==> config.mk <==
export PLATFORM = sky130hd
export DESIGN_NAME = dmac_ar_gen
export DESIGN_NICKNAME = d
export VERILOG_FILES = /design/src/rtl/dmac_pkg.sv /design/src/rtl/dmac_burst_len_calc.sv /design/src/rtl/dmac_ar_gen.sv
export SDC_FILE = /design/constraint.sdc
export NUM_CORES = 1
export LEC_CHECK = 0
export BUFFER_PORTS_ARGS = -buffer_cell sky130_fd_sc_hd__buf_2
export CORE_ASPECT_RATIO = 1.5
export CORE_MARGIN = 1
export CORE_UTILIZATION = 50
export CTS_BUF_LIST = sky130_fd_sc_hd__clkbuf_4 sky130_fd_sc_hd__clkbuf_8
export DETAILED_ROUTE_END_ITERATION = 10
export GPL_TIMING_DRIVEN = 1
export PLACE_DENSITY = 0.75
export SYNTH_ARGS = -nofsm -noshare
export SYNTH_HDL_FRONTEND = slang
export SYNTH_SLANG_ARGS = --single-unit
==> constraint.sdc <==
create_clock -name clk -period 4.81 [get_ports clk]
set_input_delay 0.962 -clock clk [delete_from_list [all_inputs] [get_ports clk]]
set_output_delay 0.962 -clock clk [all_outputs]
set_load 0.03 [all_outputs]
==> src/rtl/dmac_pkg.sv <==
// Shared types and constants for the DMAC read-address burst path.
package dmac_pkg;
  localparam int BEAT_BYTES     = 4;
  localparam int BOUNDARY_BYTES = 4096;
  localparam int AR_ADDR_W      = 32;

  typedef enum logic {S_IDLE, S_REQ} ar_state_t;

  typedef struct packed {
    logic [3:0]           len;
    logic [AR_ADDR_W-1:0] addr;
  } ar_req_t;
endpackage

==> src/rtl/dmac_burst_len_calc.sv <==
// Beats for the next burst: min of MAX_BEATS, words left, and words to the 4 KB edge.
module dmac_burst_len_calc
  import dmac_pkg::*;
#(
  parameter int LEN_WIDTH = 16,
  parameter int MAX_BEATS = 16
) (
  input  logic [11:0]          addr_off_i,
  input  logic [LEN_WIDTH-1:0] remaining_i,
  output logic [4:0]           beats_o
);
  localparam int CW = (LEN_WIDTH > 13) ? LEN_WIDTH : 13;

  logic [12:0]   bnd_b;
  logic [CW-1:0] rem_w, bnd_w, max_w, m;

  always_comb begin
    bnd_b = 13'(BOUNDARY_BYTES) - {1'b0, addr_off_i};
    rem_w = CW'(remaining_i >> 2);
    bnd_w = CW'(bnd_b[12:2]);
    max_w = CW'(MAX_BEATS);
    m     = max_w;
    if (rem_w < m) m = rem_w;
    if (bnd_w < m) m = bnd_w;
    // Idle/reset state has remaining=0; clamp so req_len never underflows.
    if (m == '0) m = CW'(1);
    beats_o = m[4:0];
  end
endmodule

==> src/rtl/dmac_ar_gen.sv <==
// Per-channel read-address burst generator: splits a transfer into 4 KB-safe bursts.
module dmac_ar_gen
  import dmac_pkg::*;
#(
  parameter int ADDR_WIDTH = 32,
  parameter int LEN_WIDTH  = 16,
  parameter int MAX_BEATS  = 16
) (
  input  logic                  clk,
  input  logic                  rst,
  input  logic                  start_i,
  input  logic [ADDR_WIDTH-1:0] src_addr_i,
  input  logic [LEN_WIDTH-1:0]  byte_len_i,
  output logic                  busy_o,
  output logic                  done_o,
  output logic                  req_valid_o,
  input  logic                  req_ready_i,
  output logic [ADDR_WIDTH+3:0] req_data_o
);
  ar_state_t             state_q;
  logic [ADDR_WIDTH-1:0] addr_q, addr_d, start_addr;
  logic [LEN_WIDTH-1:0]  rem_q, rem_d, start_len, step;
  logic                  busy_q, done_q, valid_q;
  logic [4:0]            beats;
  logic [3:0]            req_len;
  logic                  hs;

  dmac_burst_len_calc #(
    .LEN_WIDTH(LEN_WIDTH),
    .MAX_BEATS(MAX_BEATS)
  ) u_calc (
    .addr_off_i (addr_q[11:0]),
    .remaining_i(rem_q),
    .beats_o    (beats)
  );

  always_comb begin
    start_addr = src_addr_i & ~ADDR_WIDTH'(BEAT_BYTES - 1);
    start_len  = byte_len_i & ~LEN_WIDTH'(BEAT_BYTES - 1);
    step       = LEN_WIDTH'({beats, 2'b00});
    req_len    = 4'(beats - 5'd1);
    hs         = valid_q & req_ready_i;
    addr_d     = addr_q + ADDR_WIDTH'(step);
    rem_d      = rem_q - step;
  end

  always_ff @(posedge clk) begin
    if (rst) begin
      state_q <= S_IDLE;
      addr_q  <= '0;
      rem_q   <= '0;
      busy_q  <= 1'b0;
      done_q  <= 1'b0;
      valid_q <= 1'b0;
    end else begin
      done_q <= 1'b0;
      case (state_q)
        S_IDLE: if (start_i) begin
          if (start_len != '0) begin
            addr_q  <= start_addr;
            rem_q   <= start_len;
            state_q <= S_REQ;
            busy_q  <= 1'b1;
            valid_q <= 1'b1;
          end else begin
            done_q <= 1'b1;
          end
        end
        S_REQ: if (hs) begin
          addr_q <= addr_d;
          rem_q  <= rem_d;
          if (rem_d == '0) begin
            state_q <= S_IDLE;
            busy_q  <= 1'b0;
            valid_q <= 1'b0;
            done_q  <= 1'b1;
          end
        end
        default: state_q <= S_IDLE;
      endcase
    end
  end

  assign busy_o      = busy_q;
  assign done_o      = done_q;
  assign req_valid_o = valid_q;
  // Data comes straight from the registers, so it cannot move while a burst is stalled.
  assign req_data_o  = {req_len, addr_q};
endmodule

== Word-level counts from Yosys, hierarchy flattened ==
Cells that the tools add are included.
W data, S select, Z words.
Word-level totals
  flip-flop bits (word level): 51
  bits of input ports: 52
  output and inout bits: 39
  logic and storage cells: 48
Cells by class
  add/sub/neg operators: 4
  $lt $le $gt $ge: 2
  eq/ne operators: 4
  multiplexer cells: 26
  bitwise gates (word level): 2
  reductions and logical operators: 5
Operator list (count)
  $mux W32: 3
  $pmux W32 S2: 1
  $mux W16: 3
  $add A32 B7 Y32: 1
  $logic_not A16 Y1: 2
  $pmux W16 S2: 1
  $mux W14: 2
  $lt A11 B16 Y1: 1
  $reduce_bool A16 Y1: 1
  $sub A16 B7 Y16: 1
  $lt A14 B5 Y1 const B: 1
  $sub A13 B12 Y13 const A: 1
  $mux W1: 12
  $pmux W1 S2: 3
  $mux W5: 1
  $ne A2 B1 Y1 const B: 2
  $ne A2 B2 Y1 const B: 2
  $reduce_and A4 Y1: 1
  $sub A4 B1 Y4 const B: 1
  $reduce_and A3 Y1: 1
  $and A1 B1 Y1: 1
  $not A1 Y1: 1

== Depth between registers and ports, before layout ==
Gate-level depths: netlist of the first run.
  depth in word-level cells: 11
  depth in mapped cells: 21
  mapped depth without buffers: 20

== By module ==
From an unflattened synthesis of the first run, not the netlist that was laid out.
Second synthesis, totals
  cell total of the unflattened synthesis: 511
  area total of the unflattened synthesis: 3890.0 µm²
Modules (own cells, without submodules)
  dmac_ar_gen: times used 1, cells an instance 439, area an instance 3349.5 µm², seq. area each 940.9 µm²
  dmac_burst_len_calc: times used 1, cells an instance 72, area an instance 540.5 µm², seq. area each 0.0 µm²

== Least setup slack after synthesis of the first run ==
OpenSTA, ideal clock, no wires.
  path type: register to register
  from: register addr_q[4]
  to: register addr_q[18]
  setup time: 0.132 ns
  data arrival time: 4.434 ns
  data required time: 4.678 ns
  setup slack: 0.244 ns
  stages on the path, launching flop included: 20
  buffers on the path: 1
  period minus slack after synthesis: 4.566 ns
  cell sequence: dfxtp_1 nor4_1 nand2_1 nor4_1 xnor2_1 ha_1 and3_1 o2111ai_1 o311ai_2 buf_6 mux2i_1 ha_1 inv_1 fa_1 nor2b_1 o2111a_1 nor2_1 nor4_1 mux2i_1 a21oi_1
Between the ends
  longest elaborated chain between the ends: 8
Ends and longest elaborated chain
  start, declared: line dmac_ar_gen.sv:21  | logic [ADDR_WIDTH-1:0] addr_q, addr_d, start_addr;
  start signal, assigned: line dmac_ar_gen.sv:60  | addr_q <= start_addr;
  start signal, assigned: line dmac_ar_gen.sv:70  | addr_q <= addr_d;
  $sub A13 B12 Y13: line dmac_burst_len_calc.sv:18  | bnd_b = 13'(BOUNDARY_BYTES) - {1'b0, addr_off_i};
  $lt A11 B16 Y1: line dmac_burst_len_calc.sv:24  | if (bnd_w < m) m = bnd_w;
  $mux W14: line dmac_burst_len_calc.sv:24
  $logic_not A16 Y1: line dmac_burst_len_calc.sv:26  | if (m == '0) m = CW'(1);
  $mux W5: line dmac_burst_len_calc.sv:26
  $add A32 B7 Y32 *: line dmac_ar_gen.sv:43  | addr_d = addr_q + ADDR_WIDTH'(step);
  $mux W32 *: line dmac_ar_gen.sv:69  | S_REQ: if (hs) begin
  $pmux W32 S2 *: line dmac_ar_gen.sv:57  | case (state_q)
Every way passes the cells marked *; elsewhere a longest branch is shown, timed or not. The select of a mux whose other input is x is not followed.
A chain may end at the register's enable or synchronous reset.

== Worst setup path in the final report of the first run ==
  from: register rem_q[6]
  to: output port req_data_o[33]
Between the ends
  longest elaborated chain between the ends: 7
Ends and longest elaborated chain
  start, declared: line dmac_ar_gen.sv:22  | logic [LEN_WIDTH-1:0] rem_q, rem_d, start_len, step;
  start signal, assigned: line dmac_ar_gen.sv:61  | rem_q <= start_len;
  start signal, assigned: line dmac_ar_gen.sv:71  | rem_q <= rem_d;
  $lt A14 B5 Y1: line dmac_burst_len_calc.sv:23  | if (rem_w < m) m = rem_w;
  $mux W14 *: line dmac_burst_len_calc.sv:23
  $lt A11 B16 Y1: line dmac_burst_len_calc.sv:24
  $mux W14 *: line dmac_burst_len_calc.sv:24
  $logic_not A16 Y1: line dmac_burst_len_calc.sv:26
  $mux W5 *: line dmac_burst_len_calc.sv:26
  $sub A4 B1 Y4 *: line dmac_ar_gen.sv:41  | req_len = 4'(beats - 5'd1);
  end, declared: line dmac_ar_gen.sv:18  | output logic [ADDR_WIDTH+3:0] req_data_o
Every way passes the cells marked *; elsewhere a longest branch is shown, timed or not.

==> metrics.cfg, run 1 <==
[route]
drtIter0Drc = 312
detail_route.wl_per_cell_um = 17.0
avgViaCountPerCell = 6.14
final_antenna_net_count = 0
wirelength_mm = 12.7
vias = 4572
drc = 0
drt_pass1_iterations = 6

[finish]
num-fill-cells = 668
areaGrowthSynthToFinish_pct = 28.3
drive_gt1_share_pct = 29.1
seq_area_um2 = 946
finish.utilization_pct = 66.5
nNetsFinal = 719
multi_input_area_um2 = 3070
antennaDiodeCount = 0
stdcell_area_um2 = 5090
instances_no_fill = 745

[clock_network]
cts_tree = built
cts_buffer_depth = 2
cts_root_buf = clkbuf_8
cts_buffers = 5
cts.htree.levels = 2
clock_latency_ns = 0.31
cts_hold_buf = 0
clk_pin_slew_ns = 0.09
clock-sinks = 47

[power]
p_sw_share_pct = 44.9
p_total_uw = 1880
vdd_drop_max_uv = 205
p_sw_uw = 845
powerDensity_nw_per_um2 = 369
power.share.clock_pct = 14.8
comb_power_share_pct = 59.4
p_int_uw = 1030
p_seq_share_pct = 25.8
leakagePower_uw = 0.00212

[global_routing]
grt_pass1_wl_mm = 19.5
grt_max_degree = 44
antenna_found_initial = 0
grt-ovfl-total = 0
gr-usage-all-layers_pct = 30.1
grt_pass1_vias = 4222

[worst_setup_path]
cpPeakStageDelay_ns = 0.54
critPathSlowestCell = or4_4
cp.arrival_ns = 3.69
crit_required_ns = 3.85
critPathLaunchType = flip-flop
worst_path_most_repeated_cell = buf_6
crit_fanout = 7
cp-end-kind = primary output
worstSetupPathType = reg -> out
worstPathCellList = or4_4 -> nor3_4 -> buf_6 -> buf_6 -> ha_1 -> nand4_1 -> nor2_1 -> o31ai_2 -> o311ai_4 -> buf_4 -> mux2_1 -> ha_2 -> inv_1 -> buf_2

[place]
hpwl_mm = 8.96
dp.cells = 732
placed_area_um2 = 4690
globalplace.congestion = 0.900
io_buffers = 84

[synthesis]
synthSimpleGateAreaFrac_pct = 27.0
synth_compound_area_share_pct = 28.7
synth_mux_area_share_pct = 3.40
synth_xor_area_share_pct = 2.87
synthCells = 535
async_flop_share_pct = 0
synth-seq-area-share_pct = 23.7
synth_edf_count = 0
synth-adder-area-share_pct = 8.26
synth_top_family_by_area = compound AO/OA/AOI/OAI gates
synth_seq_cells = 47
syn-mean-instance-area_um2 = 7.42
synth_top_flop_cell = dfxtp_1
ys_warn_count = 0
ys_types = 70
syn_area_um2 = 3970

[sta]
finalSetupTns_ns = 0
max_freq_mhz = 215
fin_worst_skew_ns = 0.00897
fin_crit_sh_pct = 96.6
hold_violations = 0
tightest_slew_ns = 0.911
finalSetupViolCount = 0
drv_slew = 0
min_period_ns = 4.65
max_slew_margin_pct = 39.3

[floorplan]
start_util_pct = 51.8
die-area_um2 = 8310
core_area_um2 = 7660
die_x_um = 74.8
pin_count = 91
row_count = 39
die_h_um = 111

[flow_run]
cap_violations = 0

[worst_hold_path]
hold_path.class = reg -> reg

[outcome]
status = finished, final reports clean

-- synthesized netlist by cell type, drive strengths merged (12+ instances only) --
library cell	n	area [um2]
inv	22	82.6
nand3	17	85.1
a211oi	21	158
dfxtp	47	941
a21oi	44	220
nand2	48	180
ha	23	288
clkbuf	23	86.3
nor3	17	90.1
a31oi	14	87.6
nor2	55	206
mux2i	12	124
o21ai	26	130
-- through the flow --
stage	hold WS [ns]	setup slack (ns)
after floorplan	0.464	0.244
after global placement	0.509	0.0167
after detailed placement	0.512	-0.0755
after CTS	0.527	0.0147
after global routing	0.557	-0.0412
final	0.529	0.161
-- cells in the final DEF (no fill, tap or decap), types with 5 or more instances in the layout --
cell type  instances
o21ai_1           11
o21a_1             7
a211oi_1          19
o22ai_1            6
xor2_1             6
nor4_1             7
nand2_1           45
o21ai_0           13
nor2_1            55
a21o_1             5
xnor2_1            5
ha_1              17
nand3_1           16
nand4_1            8
a31oi_1           13
buf_4             42
a21oi_1           41
nand3b_1           5
nor3_1            13
nor2b_1            9
o32ai_1            6
buf_2             83
nor3b_1            7
and3_1            10
conb_1             8
o211ai_1           6
clkbuf_8           7
mux2i_1            9
dfxtp_1           45
inv_1             21
-- power groups by stage --
stage / clock [uW] / sequential (uW) / combinational, uW
2_1_floorplan: 0 / 521 / 629
3_3_place_gp: 0 / 485 / 910
4_1_cts: 281 / 478 / 944
3_5_place_dp: 0 / 486 / 932
5_1_grt: 297 / 490 / 1200
6_report: 278 / 485 / 1120
-- layout make-up --
class                      instances  area share (%)
clock buffer                       8            2.04
inverter                          22            1.62
multi-input combinational        438            60.3
sequential                        47            18.6
tap                              102            2.50
timing repair buffer             128            15.0
-- flip-flops by register name, summed over array words and instances, names as in the netlist --
signal       count
req_valid_o      1
done_o           1
rem_q           14
state_q          1
addr_q          30
-- critical path, delay by kind of cell, from the launching register on --
| family | cells | cell delay (ns) |
|---|---|---|
| multiplexers | 1 | 0.33 |
| adder cells (fa/ha/maj) | 2 | 0.55 |
| buffers and inverters | 5 | 0.67 |
| AO/OA/AOI/OAI | 2 | 0.55 |
| flip-flops | 1 | 0.37 |
| AND/OR/NAND/NOR | 4 | 0.90 |
-- routing by layer --
metal | GRT usage [%] | part of all wire [%]
met5 | 0 | 0
met4 | 11.6 | 2.4
met3 | 3.73 | 5.8
met2 | 52.6 | 52
met1 | 36.1 | 40
-- repair_timing --
action / 4_1_cts / 5_1_grt
setup buffers: 0 / 5
setup endpoints to repair: 5 / 26
pin swaps: 0 / 15
gates resized for setup: 2 / 51
-- logic make-up (layout without fill, tap and decap cells) --
| family | count (synthesis) | after routing |
|---|---|---|
| AO/OA/AOI/OAI | 170 | 170 |
| XOR/XNOR | 13 | 13 |
| adder cells (fa/ha/maj) | 25 | 25 |
| buffers and inverters | 56 | 158 |
| flip-flops | 47 | 47 |
| multiplexers | 13 | 13 |
| other | 2 | 8 |
| AND/OR/NAND/NOR | 209 | 209 |
-- worst paths after layout --
path	startpoint	end	slack (ns)	cells past startpoint
max	rem_q[6]$_SDFFE_PP0P_	req_data_o[33]	0.16	14
min	addr_q[19]$_SDFFE_PP0P_	addr_q[19]$_SDFFE_PP0P_	0.53	2
max reg2reg	rem_q[6]$_SDFFE_PP0P_	state_q$_SDFF_PP0_	0.16	19
min reg2reg	addr_q[19]$_SDFFE_PP0P_	addr_q[19]$_SDFFE_PP0P_	0.53	2
(Power assumes the default switching activity.)
==> run 2, diff against run 1 <==
CORE_UTILIZATION = 57   (was 50)
MAX_ROUTING_LAYER = met4   (was not set)
PLACE_DENSITY = 0.84   (was 0.75)
==> run 2 against run 1 <==
Critical path depth up 4. Register-to-register slack lost 0.08 ns. Clock-buffer cell count is 2 lower. Clock power shrank 9.0%. Critical path type is now reg -> reg. Largest power group unchanged.
==> metrics.cfg, run 2 (same netlist as run 1, synthesis figures left out) <==
[power]
powerDensity_nw_per_um2 = 380
p_total_uw = 1890
leakagePower_uw = 0.00208
vdd_drop_max_uv = 205

[route]
drtIter0Drc = 272
drc = 0
wirelength_mm = 12.6
detail_route.wl_per_cell_um = 17.5
avgViaCountPerCell = 6.47
final_antenna_net_count = 0
drt_pass1_iterations = 7
vias = 4638

[sta]
max_freq_mhz = 211
fin_ws_ns = 0.0817
drv_slew = 0
hold_violations = 0
min_period_ns = 4.73
max_slew_margin_pct = 39.8
tightest_slew_ns = 0.904
fin_worst_skew_ns = 0.00596
finalSetupViolCount = 0
fin_crit_sh_pct = 98.3

[finish]
top_regs = addr_q (30), rem_q (14)
mostFrequentLayoutCells = buf_2, nor2_1, nand2_1
antennaDiodeCount = 0
areaGrowthSynthToFinish_pct = 25.6
nNetsFinal = 717
final_common_cell = buf_2
drive_gt1_share_pct = 27.8
regMostFlops = addr_q
stdcell_area_um2 = 4980
finish.utilization_pct = 75.3
instances_no_fill = 717
largest_reg_flops = 30

[floorplan]
die_h_um = 104
core_area_um2 = 6620
row_count = 36
start_util_pct = 60.0
pin_count = 91
die-area_um2 = 7310
die_x_um = 70.1

[worst_setup_path]
cp-end-kind = flip-flop
rr_worst_depth = 18
crit_required_ns = 4.96
crit_fanout = 7
ff2ff_setup_slack_ns = 0.08
timing.rr.start = rem_q[15]$_SDFFE_PP0P_
reg2reg_to = state_q$_SDFF_PP0_
worstSetupPathType = reg -> reg
critPathLaunchType = flip-flop
cp.arrival_ns = 4.88

[clock_network]
clock_latency_ns = 0.31
cts_buffer_depth = 2
clk_pin_slew_ns = 0.09
cts_buffers = 5
cts_hold_buf = 0
cts_tree = built
clock-sinks = 47
cts_root_buf = clkbuf_8
cts.htree.levels = 2

[global_routing]
grt_max_degree = 61
gr-usage-met1_pct = 39.0
grt_use_met3_pct = 3.49
antenna_found_initial = 0
gr-usage-all-layers_pct = 33.9
grt-ovfl-total = 0
busiest_layer = met2
grt_pass1_wl_mm = 19.8
grt_pass1_vias = 4240
use_met2_pct = 59.5

[worst_hold_path]
hold_path.class = reg -> reg
whs_path_depth = 2
holdPathEnd = rem_q[14]$_SDFFE_PP0P_
hp-start = rem_q[14]$_SDFFE_PP0P_

[outcome]
status = finished, final reports clean

[place]
hpwl_mm = 9.11
globalplace.congestion = 0.929
dp_slack_ns = -0.141
io_buffers = 84
dp.cells = 702
placed_area_um2 = 4630

[flow_run]
cap_violations = 0

## run 2: stage by stage
step                setup TNS (ns)  hold slack (ns)
finish                           0            0.500
global route                -0.112            0.525
CTS                              0            0.526
detailed placement          -0.212            0.512
global placement           -0.0186            0.479
floorplan                        0            0.464
## run 2: cell type report
class | instances | area [um2]
inverter | 22 | 82.6
clock buffer | 6 | 76.3
tap | 76 | 95.1
multi-input combinational | 438 | 3030
fill | 502 | 1640
timing repair buffer | 126 | 742
sequential | 47 | 946
clock inverter | 2 | 12.5
## run 2: power breakdown
| part | switching, uW | internal [uW] | total, uW | leakage, uW |
|---|---|---|---|---|
| Sequential | 53.6 | 427 | 481 | 0.000389 |
| Clock | 145 | 108 | 253 | 0.0000446 |
| Combinational | 656 | 503 | 1160 | 0.00164 |
## run 2: worst max-delay path, stage by stage, from the launching register on
cell,delay (ns)
dfxtp_1,0.34
or4_4,0.55
nor3_2,0.20
buf_4,0.19
nand2_1,0.11
ha_1,0.22
a21oi_2,0.15
nor2_1,0.07
o31ai_2,0.34
o311ai_4,0.21
mux2i_2,0.21
ha_2,0.24
fa_2,0.54
nand4_1,0.09
a2111o_1,0.34
a2111oi_4,0.36
buf_4,0.18
and3_1,0.17
a221oi_2,0.06
## run 2: how the worst max path moves through the flow
| stage | start | end | slack (ns) | depth (start not counted) |
|---|---|---|---|---|
| 2_1_floorplan | addr_q[4]$_SDFFE_PP0P_ | addr_q[18]$_SDFFE_PP0P_ | 0.24 | 19 |
| 3_3_place_gp | addr_q[2]$_SDFFE_PP0P_ | state_q$_SDFF_PP0_ | -0.02 | 20 |
| 3_5_place_dp | rem_q[15]$_SDFFE_PP0P_ | state_q$_SDFF_PP0_ | -0.14 | 19 |
| 4_1_cts | addr_q[2]$_SDFFE_PP0P_ | state_q$_SDFF_PP0_ | 0.01 | 20 |
| 5_1_grt | rem_q[15]$_SDFFE_PP0P_ | state_q$_SDFF_PP0_ | -0.04 | 18 |
| 6_report | rem_q[15]$_SDFFE_PP0P_ | state_q$_SDFF_PP0_ | 0.08 | 18 |
## run 2: repair_timing
| action | in CTS | in global routing |
|---|---|---|
| pin swaps | 2 | 10 |
| endpoints found under the setup margin | 3 | 28 |
| resized for setup | 2 | 38 |
| buffers inserted | 3 | 4 |
| gates cloned | 0 | 0 |
## run 2: metal layers
layer | part of all wire, % | wire, um
met1 | 39 | 4870
met2 | 52 | 6580
met3 | 6.0 | 752
met4 | 3.0 | 380
met5 | 0 | 0
